[config.mk]
export PLATFORM = sky130hd
export DESIGN_NAME = dac_spi_tx_flat
export DESIGN_NICKNAME = d
export VERILOG_FILES = /design/src/rtl/dac_spi_pkg.sv /design/src/rtl/dac_spi_tx_if.sv /design/src/rtl/spi_tick_gen.sv /design/src/rtl/dac_spi_tx.sv /design/src/flat_wrapper.sv
export SDC_FILE = /design/constraint.sdc
export NUM_CORES = 1
export LEC_CHECK = 0
export BUFFER_PORTS_ARGS = -buffer_cell sky130_fd_sc_hd__buf_2
export CAP_MARGIN = 15
export CORE_ASPECT_RATIO = 0.5
export CORE_MARGIN = 5
export CORE_UTILIZATION = 40
export DETAILED_ROUTE_END_ITERATION = 10
export PLACE_DENSITY = 0.63
export SLEW_MARGIN = 20
export SYNTH_ARGS = -nofsm -noshare
export SYNTH_HDL_FRONTEND = slang
export SYNTH_SLANG_ARGS = --single-unit
[constraint.sdc]
create_clock -name clk -period 2.4 [get_ports clk]
set_input_delay 0.36 -clock clk [delete_from_list [all_inputs] [get_ports clk]]
set_output_delay 0.36 -clock clk [all_outputs]
set_load 0.1 [all_outputs]
[src/rtl/dac_spi_pkg.sv]
// ============================================================================
// Module : dac_spi_pkg
// Brief  : Shared types and constants for the DDFS-to-SPI-DAC serialiser.
// Rev    : 1.0  initial release
// ============================================================================
`default_nettype none

package dac_spi_pkg;

    typedef enum logic [2:0] {
        IDLE  = 3'd0,
        SETUP = 3'd1,
        SHIFT = 3'd2,
        HOLD  = 3'd3,
        GAP   = 3'd4
    } spi_state_t;

    localparam int         c_frame_w          = 16;
    localparam logic [3:0] c_cmd_write_update = 4'b0011;
    localparam logic [3:0] c_cmd_power_down   = 4'b0100;

endpackage

`default_nettype wire

[src/rtl/dac_spi_tx_if.sv]
// ============================================================================
// Module : dac_spi_tx_if
// Brief  : Sample handshake plus SPI pins between the DDFS and the DAC serialiser.
// Rev    : 1.0  initial release
// ============================================================================
`default_nettype none

interface dac_spi_tx_if #(
    parameter int DATA_W = 12
);
    logic [DATA_W-1:0] sample_in;
    logic              sample_valid;
    logic              sample_ready;
    logic              busy;
    logic              frame_done;
    logic              sclk;
    logic              mosi;
    logic              cs_n;

    modport master (
        output sample_in, sample_valid,
        input  sample_ready, busy, frame_done, sclk, mosi, cs_n
    );

    modport slave (
        input  sample_in, sample_valid,
        output sample_ready, busy, frame_done, sclk, mosi, cs_n
    );
endinterface

`default_nettype wire

[src/rtl/spi_tick_gen.sv]
// ============================================================================
// Module : spi_tick_gen
// Brief  : Half-period down-counter; o_tick marks the last clk of each sclk half.
// Rev    : 1.0  initial release
// ============================================================================
`default_nettype none

module spi_tick_gen #(
    parameter int HALF_DIV = 2
) (
    input  logic clk,
    input  logic rst,
    input  logic i_en,
    output logic o_tick
);

    generate
        if (HALF_DIV == 1) begin : g_div1
            logic w_unused;
            assign w_unused = clk ^ rst;
            assign o_tick   = i_en;
        end else begin : g_divn
            localparam int              c_cw     = $clog2(HALF_DIV);
            localparam logic [c_cw-1:0] c_reload = c_cw'(HALF_DIV - 1);

            logic [c_cw-1:0] r_cnt;

            // Held at the reload value while disabled so the first enabled
            // cycle starts a full half-period.
            always_ff @(posedge clk) begin
                if (rst || !i_en) begin
                    r_cnt <= c_reload;
                end else if (r_cnt == '0) begin
                    r_cnt <= c_reload;
                end else begin
                    r_cnt <= r_cnt - 1'b1;
                end
            end

            assign o_tick = i_en && (r_cnt == '0);
        end
    endgenerate

endmodule

`default_nettype wire

[src/rtl/dac_spi_tx.sv]
// ============================================================================
// Module : dac_spi_tx
// Brief  : Serialises DDFS samples to an SPI DAC as {CMD, sample}, mode 0, MSB first.
// Rev    : 1.0  initial release
// ============================================================================
`default_nettype none

module dac_spi_tx
    import dac_spi_pkg::*;
#(
    parameter int               DATA_W    = 12,
    parameter int               CMD_W     = 4,
    parameter logic [CMD_W-1:0] CMD       = c_cmd_write_update,
    parameter int               HALF_DIV  = 2,
    parameter int               CS_GAP    = 2,
    parameter bit               SIGNED_IN = 1'b0
) (
    input  logic         clk,
    input  logic         rst,
    dac_spi_tx_if.slave  bus
);

    localparam int c_fw = CMD_W + DATA_W;
    localparam int c_bw = $clog2(c_fw + 1);
    localparam int c_gw = (CS_GAP > 1) ? $clog2(CS_GAP) : 1;

    localparam logic [c_bw-1:0]   c_last_fall = c_bw'(c_fw - 1);
    localparam logic [c_gw-1:0]   c_gap_load  = c_gw'(CS_GAP - 1);
    localparam logic [DATA_W-1:0] c_sign_flip = SIGNED_IN ? {1'b1, {(DATA_W-1){1'b0}}}
                                                          : {DATA_W{1'b0}};

    spi_state_t      r_state;
    logic [c_fw-1:0] r_shreg;
    logic [c_bw-1:0] r_bit_cnt;
    logic [c_gw-1:0] r_gap_cnt;
    logic            r_ready;
    logic            r_busy;
    logic            r_done;
    logic            r_sclk;
    logic            r_cs_n;

    logic            w_tick;
    logic            w_tick_en;
    logic            w_accept;
    logic [c_fw-1:0] w_frame;

    assign w_tick_en = (r_state == SETUP) || (r_state == SHIFT) || (r_state == HOLD);
    assign w_accept  = (r_state == IDLE) && r_ready && bus.sample_valid;
    // Flipping the MSB turns two's complement into the DAC's offset binary.
    assign w_frame   = {CMD, bus.sample_in ^ c_sign_flip};

    spi_tick_gen #(
        .HALF_DIV (HALF_DIV)
    ) u_tick (
        .clk    (clk),
        .rst    (rst),
        .i_en   (w_tick_en),
        .o_tick (w_tick)
    );

    always_ff @(posedge clk) begin
        if (rst) begin
            r_state   <= IDLE;
            r_shreg   <= '0;
            r_bit_cnt <= '0;
            r_gap_cnt <= '0;
            r_ready   <= 1'b0;
            r_busy    <= 1'b0;
            r_done    <= 1'b0;
            r_sclk    <= 1'b0;
            r_cs_n    <= 1'b1;
        end else begin
            r_done <= 1'b0;
            unique case (r_state)
                IDLE: begin
                    r_ready <= 1'b1;
                    if (w_accept) begin
                        r_shreg   <= w_frame;
                        r_bit_cnt <= '0;
                        r_cs_n    <= 1'b0;
                        r_ready   <= 1'b0;
                        r_busy    <= 1'b1;
                        r_state   <= SETUP;
                    end
                end
                SETUP: begin
                    if (w_tick) begin
                        r_sclk  <= 1'b1;
                        r_state <= SHIFT;
                    end
                end
                SHIFT: begin
                    if (w_tick) begin
                        if (!r_sclk) begin
                            r_sclk <= 1'b1;
                        end else begin
                            r_sclk    <= 1'b0;
                            r_bit_cnt <= r_bit_cnt + 1'b1;
                            // The last bit stays on mosi through HOLD.
                            if (r_bit_cnt == c_last_fall) begin
                                r_state <= HOLD;
                            end else begin
                                r_shreg <= {r_shreg[c_fw-2:0], 1'b0};
                            end
                        end
                    end
                end
                HOLD: begin
                    if (w_tick) begin
                        r_cs_n    <= 1'b1;
                        r_shreg   <= '0;
                        r_done    <= 1'b1;
                        r_gap_cnt <= c_gap_load;
                        r_state   <= GAP;
                    end
                end
                GAP: begin
                    if (r_gap_cnt == '0) begin
                        r_ready <= 1'b1;
                        r_busy  <= 1'b0;
                        r_state <= IDLE;
                    end else begin
                        r_gap_cnt <= r_gap_cnt - 1'b1;
                    end
                end
                default: begin
                    r_state <= IDLE;
                end
            endcase
        end
    end

    assign bus.sample_ready = r_ready;
    assign bus.busy         = r_busy;
    assign bus.frame_done   = r_done;
    assign bus.sclk         = r_sclk;
    assign bus.mosi         = r_shreg[c_fw-1];
    assign bus.cs_n         = r_cs_n;

endmodule

`default_nettype wire

[src/flat_wrapper.sv]
// flat-port wrapper written by rule: the top's interface ports become plain ports
module dac_spi_tx_flat import dac_spi_pkg::*;
#(
    parameter int               DATA_W    = 12,
    parameter int               CMD_W     = 4,
    parameter logic [CMD_W-1:0] CMD       = c_cmd_write_update,
    parameter int               HALF_DIV  = 2,
    parameter int               CS_GAP    = 2,
    parameter bit               SIGNED_IN = 1'b0
)
  (clk, rst, bus_sample_in, bus_sample_valid, bus_sample_ready, bus_busy, bus_frame_done, bus_sclk, bus_mosi, bus_cs_n);
  dac_spi_tx_if #(.DATA_W(DATA_W)) bus_i ();
  input  logic clk;
  input  logic rst;
  input wire logic [$bits(bus_i.sample_in)-1:0] bus_sample_in;
  input wire logic [$bits(bus_i.sample_valid)-1:0] bus_sample_valid;
  output wire logic [$bits(bus_i.sample_ready)-1:0] bus_sample_ready;
  output wire logic [$bits(bus_i.busy)-1:0] bus_busy;
  output wire logic [$bits(bus_i.frame_done)-1:0] bus_frame_done;
  output wire logic [$bits(bus_i.sclk)-1:0] bus_sclk;
  output wire logic [$bits(bus_i.mosi)-1:0] bus_mosi;
  output wire logic [$bits(bus_i.cs_n)-1:0] bus_cs_n;
  assign bus_i.sample_in = bus_sample_in;
  assign bus_i.sample_valid = bus_sample_valid;
  assign bus_sample_ready = bus_i.sample_ready;
  assign bus_busy = bus_i.busy;
  assign bus_frame_done = bus_i.frame_done;
  assign bus_sclk = bus_i.sclk;
  assign bus_mosi = bus_i.mosi;
  assign bus_cs_n = bus_i.cs_n;
  dac_spi_tx #(.DATA_W(DATA_W), .CMD_W(CMD_W), .CMD(CMD), .HALF_DIV(HALF_DIV), .CS_GAP(CS_GAP), .SIGNED_IN(SIGNED_IN)) u_core (.clk(clk), .rst(rst), .bus(bus_i));
endmodule
==> results by group, run 1 <==
Synthesis
  • Synth Instances: 176
  • Number of enable-type register cells in the synthesized netlist: 0
  • Netlist area before placement: 1640 sq um
  • Most frequently used cell type in the post-synthesis netlist: sky130_fd_sc_hd__dfxtp_1
  • Top post-synthesis cells by area: sky130_fd_sc_hd__dfxtp_1 (38%), sky130_fd_sc_hd__mux2i_1 (6.7%), sky130_fd_sc_hd__a21oi_1 (6.1%)
  • Number of distinct library cells after synthesis: 44
  • Warnings, synthesis: 0
  • Net count after synthesis: 193
  • Post-synthesis sequential element count: 31
  • Post-Synthesis Mean Instance Area: 9.33 sq um
  • Sequential fraction of the synthesis area: 0.378
  • Fraction of synthesis flops using an asynchronous set or reset pin: 0
  • Post-synthesis cell type with the largest combined area: sky130_fd_sc_hd__dfxtp_1
  • Main flop type after synthesis: sky130_fd_sc_hd__dfxtp_1
  • Area share of the largest cell type after synthesis: 0.378
  • Commonest cells in the synthesized netlist: sky130_fd_sc_hd__dfxtp_1 (31), sky130_fd_sc_hd__a21oi_1 (20), sky130_fd_sc_hd__nor2_1 (12), sky130_fd_sc_hd__nor2b_1 (12), sky130_fd_sc_hd__mux2i_1 (11)

Die
  • Standard cell core area: 3920 sq um
  • Chip Width: 101 um
  • Number of I/O pins: 21
  • Die outline area: 5570 sq um
  • Die Ht: 55.3 um
  • Placement Rows: 16
  • Initial Util: 0.419

GRT
  • First-pass GRT wire length: 5910 um
  • Global-route congestion overflow total: 0
  • Pin count of the biggest net entering global routing: 29
  • Number of antenna violations at the first check in global routing: 0
  • Total routing resource utilization after global routing: 0.128
  • Number of global-route vias before repair: roughly 1300

Clock tree
  • Number of sinks on the clock net: 31
  • Post-CTS Resized: 0
  • Number of buffers inserted for hold repair after clock tree synthesis: 0
  • Depth of the CTS H-tree: 2
  • Cell chosen for the clock root: sky130_fd_sc_hd__clkbuf_8
  • Setup repair bufs after CTS: 0
  • Deepest clock path buffer count: 2
  • Clock-pin slew reported for the worst setup and hold paths after clock tree synthesis: 0.06 ns
  • Clock buffers created by TritonCTS: 5
  • Clk Latency, worst-skew pair: 0.28 ns
  • CTS tree: built

Cells and area
  • Synth-to-Final Area Change: 10.7%
  • Layout cell share with drive strength beyond 1: 0.229
  • Diode count: 0
  • Post-layout net count: 208
  • Fill cell instance count of the final layout: about 420

Power
  • Share of power burned in the clock network: 0.312
  • Static Leak: 0.657 nW
  • Cell-internal power: 0.860 mW
  • Combinational power share: 0.215
  • Sequential share of power: 0.473
  • Net switching power: 0.377 mW
  • Switching portion of total power: 0.305
  • IR drop worst, VDD: 0.250 mV
  • Power density of the placed cells: 680 nW/um^2

Routing
  • Final routed wirelength across all metal layers: 3290 um
  • 1st-pass router iterations: 4
  • DRC violation count after routing: 0
  • Average via count per standard cell: about 5.3
  • Number of nets still failing antenna checks after routing: 0
  • Via total after detailed routing: 1314
  • Number of DRC markers in iteration 0: between 40 and 50
  • Wire length per cell after detailed routing: 13.4 um

Setup path
  • Register-to-Register Path Depth: 8
  • Reg2reg start: u_core.r_bit_cnt[0]$_SDFFE_PP0P_
  • Crit path from: u_core.r_bit_cnt[0]$_SDFFE_PP0P_
  • Endpoint kind of the worst setup timing path: flop
  • Critical path required time: roughly 2.6 ns
  • Crit-path max FO: 16
  • Worst flop-to-flop path endpoint: u_core.r_shreg[13]$_SDFFE_PP0P_
  • WP data arrival: 2.14 ns
  • Setup slack of the most critical reg-to-reg path: 0.45 ns
  • Critical path class: flop to flop
  • Startpoint class of the critical path: flop

Placed design
  • PortBufs: 20
  • Final estimated routing congestion in global placement: 0.745
  • HPWL after DPL: 2160 um
  • Minimum setup slack after placement: 0.454 ns

Worst hold path
  • Number of cells on the worst hold path: 3
  • Destination of the worst hold path: u_core.r_shreg[0]$_SDFFE_PP0P_
  • Startpoint of the worst hold path: bus_sample_in[0]
  • Min-delay worst type: primary input to flop

Timing
  • Worst-case clock skew: approximately 0.0066 ns
  • Slew HR: 0.534
  • Setup violators final: 0
  • Setup ws final: about 0.45 ns
  • Minimum clock period: roughly 2.0 ns
  • Slew at the pin closest to its max-slew limit: 0.699 ns
  • Max Fclk: approximately 500 MHz
  • Setup repair after global routing missed its margin: no
  • Ratio of final minimum period to clock period: 0.814
  • Final hold viol count: 0
  • TNS Setup: 0 ns
  • Max Transition Viols Final: 0

Flow run
  • Max-capacitance violation count: 0

Outcome
  • Status: completed
-- cells by family (layout without fill, tap and decap cells) --
logic type,Yosys count,after routing,share of synthesized area
simple gates,54,54,0.198
flops,31,31,0.378
buf+inv,18,34,0.0655
mux,11,11,0.0670
fa+ha+maj,2,2,0.0152
compound gates,56,56,0.255
xor+xnor,4,4,0.0213
-- worst max path at each step --
stage                                       to  slack [ns]
2_1_floorplan  u_core.r_shreg[10]$_SDFFE_PP0P_        0.27
3_3_place_gp   u_core.r_shreg[12]$_SDFFE_PP0P_        0.51
3_5_place_dp   u_core.r_shreg[13]$_SDFFE_PP0P_        0.45
4_1_cts        u_core.r_shreg[13]$_SDFFE_PP0P_        0.43
5_1_grt        u_core.r_shreg[11]$_SDFFE_PP0P_        0.30
6_report       u_core.r_shreg[13]$_SDFFE_PP0P_        0.45
-- layout by cell type (no fill, tap or decap), drive strengths merged, types with 2 or more instances in the layout --
cell type,Yosys,final
a21o,2,2
and3,2,2
a21oi,20,20
o21ai,7,7
ha,2,2
nand2,7,7
o21a,3,3
a211oi,11,11
nor2b,12,12
mux2i,11,11
inv,3,3
a221o,2,2
o211ai,2,2
a311oi,2,2
nor3,5,5
nor2,15,15
clkbuf,7,7
nand2b,4,4
nand4,2,2
dfxtp,31,31
buf,8,23
xor2,3,3
a32oi,2,2
and3b,2,2
nor3b,2,2
-- critical path, stage by stage (launching register included) --
cell and delay [ns]:
sky130_fd_sc_hd__dfxtp_1 0.34, sky130_fd_sc_hd__ha_1 0.21, sky130_fd_sc_hd__and3_1 0.19, sky130_fd_sc_hd__ha_1 0.22, sky130_fd_sc_hd__nor3b_2 0.21, sky130_fd_sc_hd__o21a_1 0.15
sky130_fd_sc_hd__buf_4 0.20, sky130_fd_sc_hd__a21oi_1 0.09, sky130_fd_sc_hd__a311oi_1 0.24
-- registers in the layout (all words and copies together), names as in the netlist --
name and count:
u_core.u_tick.g_divn.r_cnt 1, u_core.bus.frame_done 1, u_core.r_shreg 16, u_core.bus.busy 1
u_core.bus.sample_ready 1, u_core.r_state 3, u_core.r_gap_cnt 1, u_core.r_bit_cnt 5
u_core.bus.sclk 1, u_core.bus.cs_n 1
-- per-layer routing --
layer,global-route usage,share of wire,vias up
li1,-,-,669
met1,0.169,0.50,620
met2,0.197,0.46,25
met3,0.0377,0.040,0
met4,0.0461,0,0
met5,0,0,-
-- final cells by class --
cell class / instances / area [sq um] / area share
repair buffers: 23 / 123 / 0.0674
multi-input cells: 127 / 915 / 0.503
clock buffers: 7 / 76.3 / 0.0420
clock inverters: 1 / 5.00 / 0.00275
flip-flops and latches: 31 / 621 / 0.341
well taps: 54 / 67.6 / 0.0372
inverters: 3 / 11.3 / 0.00619
-- per-stage QoR --
| stage | instance area (sq um) | util | instances | power, mW | hold slack (ns) |
|---|---|---|---|---|---|
| detailed placement | 1740 | 0.443 | 238 | 0.864 | 0.471 |
| CTS | 1820 | 0.463 | 246 | 1.26 | 0.353 |
| global placement | 1740 | 0.443 | 238 | 0.858 | 0.460 |
| floorplan | 1640 | - | 176 | 0.819 | 0.449 |
| finish | 1820 | 0.463 | 246 | 1.24 | 0.363 |
| global route | 1820 | 0.463 | 246 | 1.31 | 0.362 |
-- power groups by stage --
stage	registers, mW	clock network (mW)	logic [mW]
after global placement	0.595	0	0.263
after global routing	0.589	0.426	0.295
after floorplan	0.628	0	0.191
after detailed placement	0.595	0	0.269
final	0.585	0.386	0.266
after CTS	0.584	0.404	0.269
(Power assumes the default switching activity.)
==> inputs of run 2 (changes only) <==
==> constraint.sdc (replaced) <==
create_clock -name clk -period 1.86 [get_ports clk]
set_input_delay 0.279 -clock clk [delete_from_list [all_inputs] [get_ports clk]]
set_output_delay 0.279 -clock clk [all_outputs]
set_load 0.1 [all_outputs]
==> run 2 against run 1 <==
Compared with the run above: wire length is 8.3% higher; critical path depth stayed put; core utilization is 3.4 points higher; worst hold slack worse by 0.080 ns; non-clock buffer count is 7 higher; register-to-register slack worse by 0.38 ns; flip-flop and latch count stayed put; final area is 7.4% higher; sequential share of layout area is 2.1 points lower; critical path type unchanged; critical endpoint is now u_core.r_shreg[9]$_SDFFE_PP0P_; largest power group unchanged.
==> results by group, run 2 (synthesized netlist as in run 1, its figures left out) <==
Outcome
  • Status: completed

Routing
  • Via total after detailed routing: 1326
  • Number of nets still failing antenna checks after routing: 0
  • DRC violation count after routing: 0
  • 1st-pass router iterations: 4
  • Number of DRC markers in iteration 0: 57
  • Average via count per standard cell: 5.26
  • Wire length per cell after detailed routing: 14.2 um
  • Final routed wirelength across all metal layers: approximately 3600 um

Placed design
  • HPWL after DPL: between 2000 and 2500 um
  • Final estimated routing congestion in global placement: 0.762
  • Minimum setup slack after placement: 0.00176 ns
  • PortBufs: 20
  • Placed standard-cell area: around 1800 sq um

Die
  • Die outline area: between 5000 and 6000 sq um
  • Chip Width: 101 um
  • Die Ht: 55.3 um
  • Standard cell core area: 3920 sq um
  • Number of I/O pins: 21
  • Initial Util: 0.419
  • Placement Rows: 16

Cells and area
  • Finished Cell Area: 1950 sq um
  • Post-layout net count: 215
  • Fill cell instance count of the final layout: 382
  • Most frequent cells in the layout: sky130_fd_sc_hd__dfxtp_1 (27), sky130_fd_sc_hd__a21oi_1 (20), sky130_fd_sc_hd__buf_2 (20), sky130_fd_sc_hd__nor2b_1 (12), sky130_fd_sc_hd__nor2_1 (12)
  • Diode count: 0
  • Leading cell type in the layout, fill and taps excluded: sky130_fd_sc_hd__dfxtp_1
  • Layout cell share with drive strength beyond 1: 0.303
  • Largest registers in the final layout: u_core.r_shreg: 16 flops, u_core.r_bit_cnt: 5 flops, u_core.r_state: 3 flops
  • Number of flip-flops in the largest register: 16
  • Most flops, register: u_core.r_shreg
  • Synth-to-Final Area Change: 18.9%

Worst hold path
  • Startpoint of the worst hold path: bus_sample_in[0]
  • Min-delay worst type: primary input to flop

Timing
  • Minimum clock period: around 1.8 ns
  • Max Transition Viols Final: 0
  • Ratio of final minimum period to clock period: 0.963
  • Worst-case clock skew: ~0.0059 ns
  • Setup ws final: 0.0689 ns
  • Setup violators final: 0
  • Final hold viol count: 0
  • Slew at the pin closest to its max-slew limit: 0.605 ns
  • Max Fclk: 558 MHz
  • TNS Setup: 0 ns
  • Slew HR: 0.597

Setup path
  • Startpoint class of the critical path: flop
  • Critical path required time: 2.06 ns
  • Endpoint kind of the worst setup timing path: flop
  • Crit-path max FO: 8
  • Cell chain of the critical path: ha_2, and3_4, ha_4, nor3b_2, o21a_2, clkbuf_16, a21oi_1, a211oi_1
  • WP data arrival: 1.99 ns
  • Largest incremental delay on the critical path: between 0.3 and 0.4 ns
  • Library cell contributing the largest single delay on the critical path: sky130_fd_sc_hd__dfxtp_2
  • Crit path from: u_core.r_bit_cnt[0]$_SDFFE_PP0P_
  • Critical path class: flop to flop
  • Reg2reg start: u_core.r_bit_cnt[0]$_SDFFE_PP0P_

Clock tree
  • Setup repair bufs after CTS: 0
  • Clock-pin slew reported for the worst setup and hold paths after clock tree synthesis: 0.06 ns
  • Number of sinks on the clock net: 31
  • Cell chosen for the clock root: sky130_fd_sc_hd__clkbuf_8
  • Clock buffers created by TritonCTS: 5
  • Number of buffers inserted for hold repair after clock tree synthesis: 0
  • Deepest clock path buffer count: 2
  • Depth of the CTS H-tree: 2
  • Clk Latency, worst-skew pair: between 0.2 and 0.3 ns
  • CTS tree: built

GRT
  • Total routing resource utilization after global routing: 0.130
  • Number of antenna violations at the first check in global routing: 0
  • Pin count of the biggest net entering global routing: 29
  • Number of global-route vias before repair: 1236
  • Global-route congestion overflow total: 0
  • First-pass GRT wire length: 5790 um

Power
  • IR drop worst, VDD: 0.436 mV
  • Power density of the placed cells: between 800 and 900 nW/um^2
  • Total Power: 1.68 mW
  • Static Leak: 0.717 nW

Flow run
  • Max-capacitance violation count: 0
==> run 2: changes by cell type in the layout (fill, tap and decap cells not counted), moves of 2 or more <==
| cell | before | now |
|---|---|---|
| sky130_fd_sc_hd__buf_12 | 0 | 2 |
| sky130_fd_sc_hd__buf_4 | 3 | 7 |
| sky130_fd_sc_hd__clkbuf_1 | 2 | 0 |
| sky130_fd_sc_hd__dfxtp_1 | 31 | 27 |
| sky130_fd_sc_hd__dfxtp_2 | 0 | 4 |
| sky130_fd_sc_hd__ha_1 | 2 | 0 |
==> run 2: metal layers <==
metal / vias to the layer above / track usage / wire length [um]
met5: - / 0 / 0
met4: 0 / 0.0806 / 86
met3: 7 / 0.0339 / 118
met2: 16 / 0.180 / 1530
met1: 621 / 0.179 / 1830
li1: 682 / - / -
==> run 2: layout make-up <==
class | count | area [sq um] | area share
well taps | 54 | 67.6 | 0.0346
flip-flops and latches | 31 | 626 | 0.320
repair buffers | 30 | 218 | 0.111
clock inverters | 1 | 5.00 | 0.00256
multi-input cells | 127 | 943 | 0.483
inverters | 3 | 11.3 | 0.00577
clock buffers | 6 | 82.6 | 0.0423
==> run 2: critical path, delay by kind of cell, from the launching register on <==
kind	cells	cell delay (ns)
adders and majority gates	2	0.34
AOI/OAI and AO/OA	3	0.48
and+or+nand+nor	2	0.39
DFF	1	0.33
buffers and inverters	1	0.16
==> run 2: where the power goes <==
group | internal [mW] | switching, mW
registers | 0.719 | 0.0381
logic | 0.159 | 0.223
clock network | 0.290 | 0.252
total | 1.17 | 0.513
==> run 2: per-stage QoR <==
stage                     std cells  utilization  hold slack, ns
after floorplan                 176            -           0.449
after global placement          244        0.461           0.465
after detailed placement        244        0.461           0.464
after CTS                       251        0.484           0.273
after global routing            252        0.498           0.285
final                           252        0.498           0.283
==> run 2: final timing paths <==
kind	depth (start not counted)	end	slack, ns
hold / removal	3	u_core.r_shreg[0]$_SDFFE_PP0P_	0.28
setup / recovery	8	u_core.r_shreg[9]$_SDFFE_PP0P_	0.07
setup reg to reg	8	u_core.r_shreg[9]$_SDFFE_PP0P_	0.07
hold reg to reg	2	u_core.r_shreg[14]$_SDFFE_PP0P_	0.47
==> run 2: repair_timing <==
action,CTS,global route
cloned,0,1
gates resized for setup,1,7
setup endpoints to repair,3,14
pin swaps,1,12
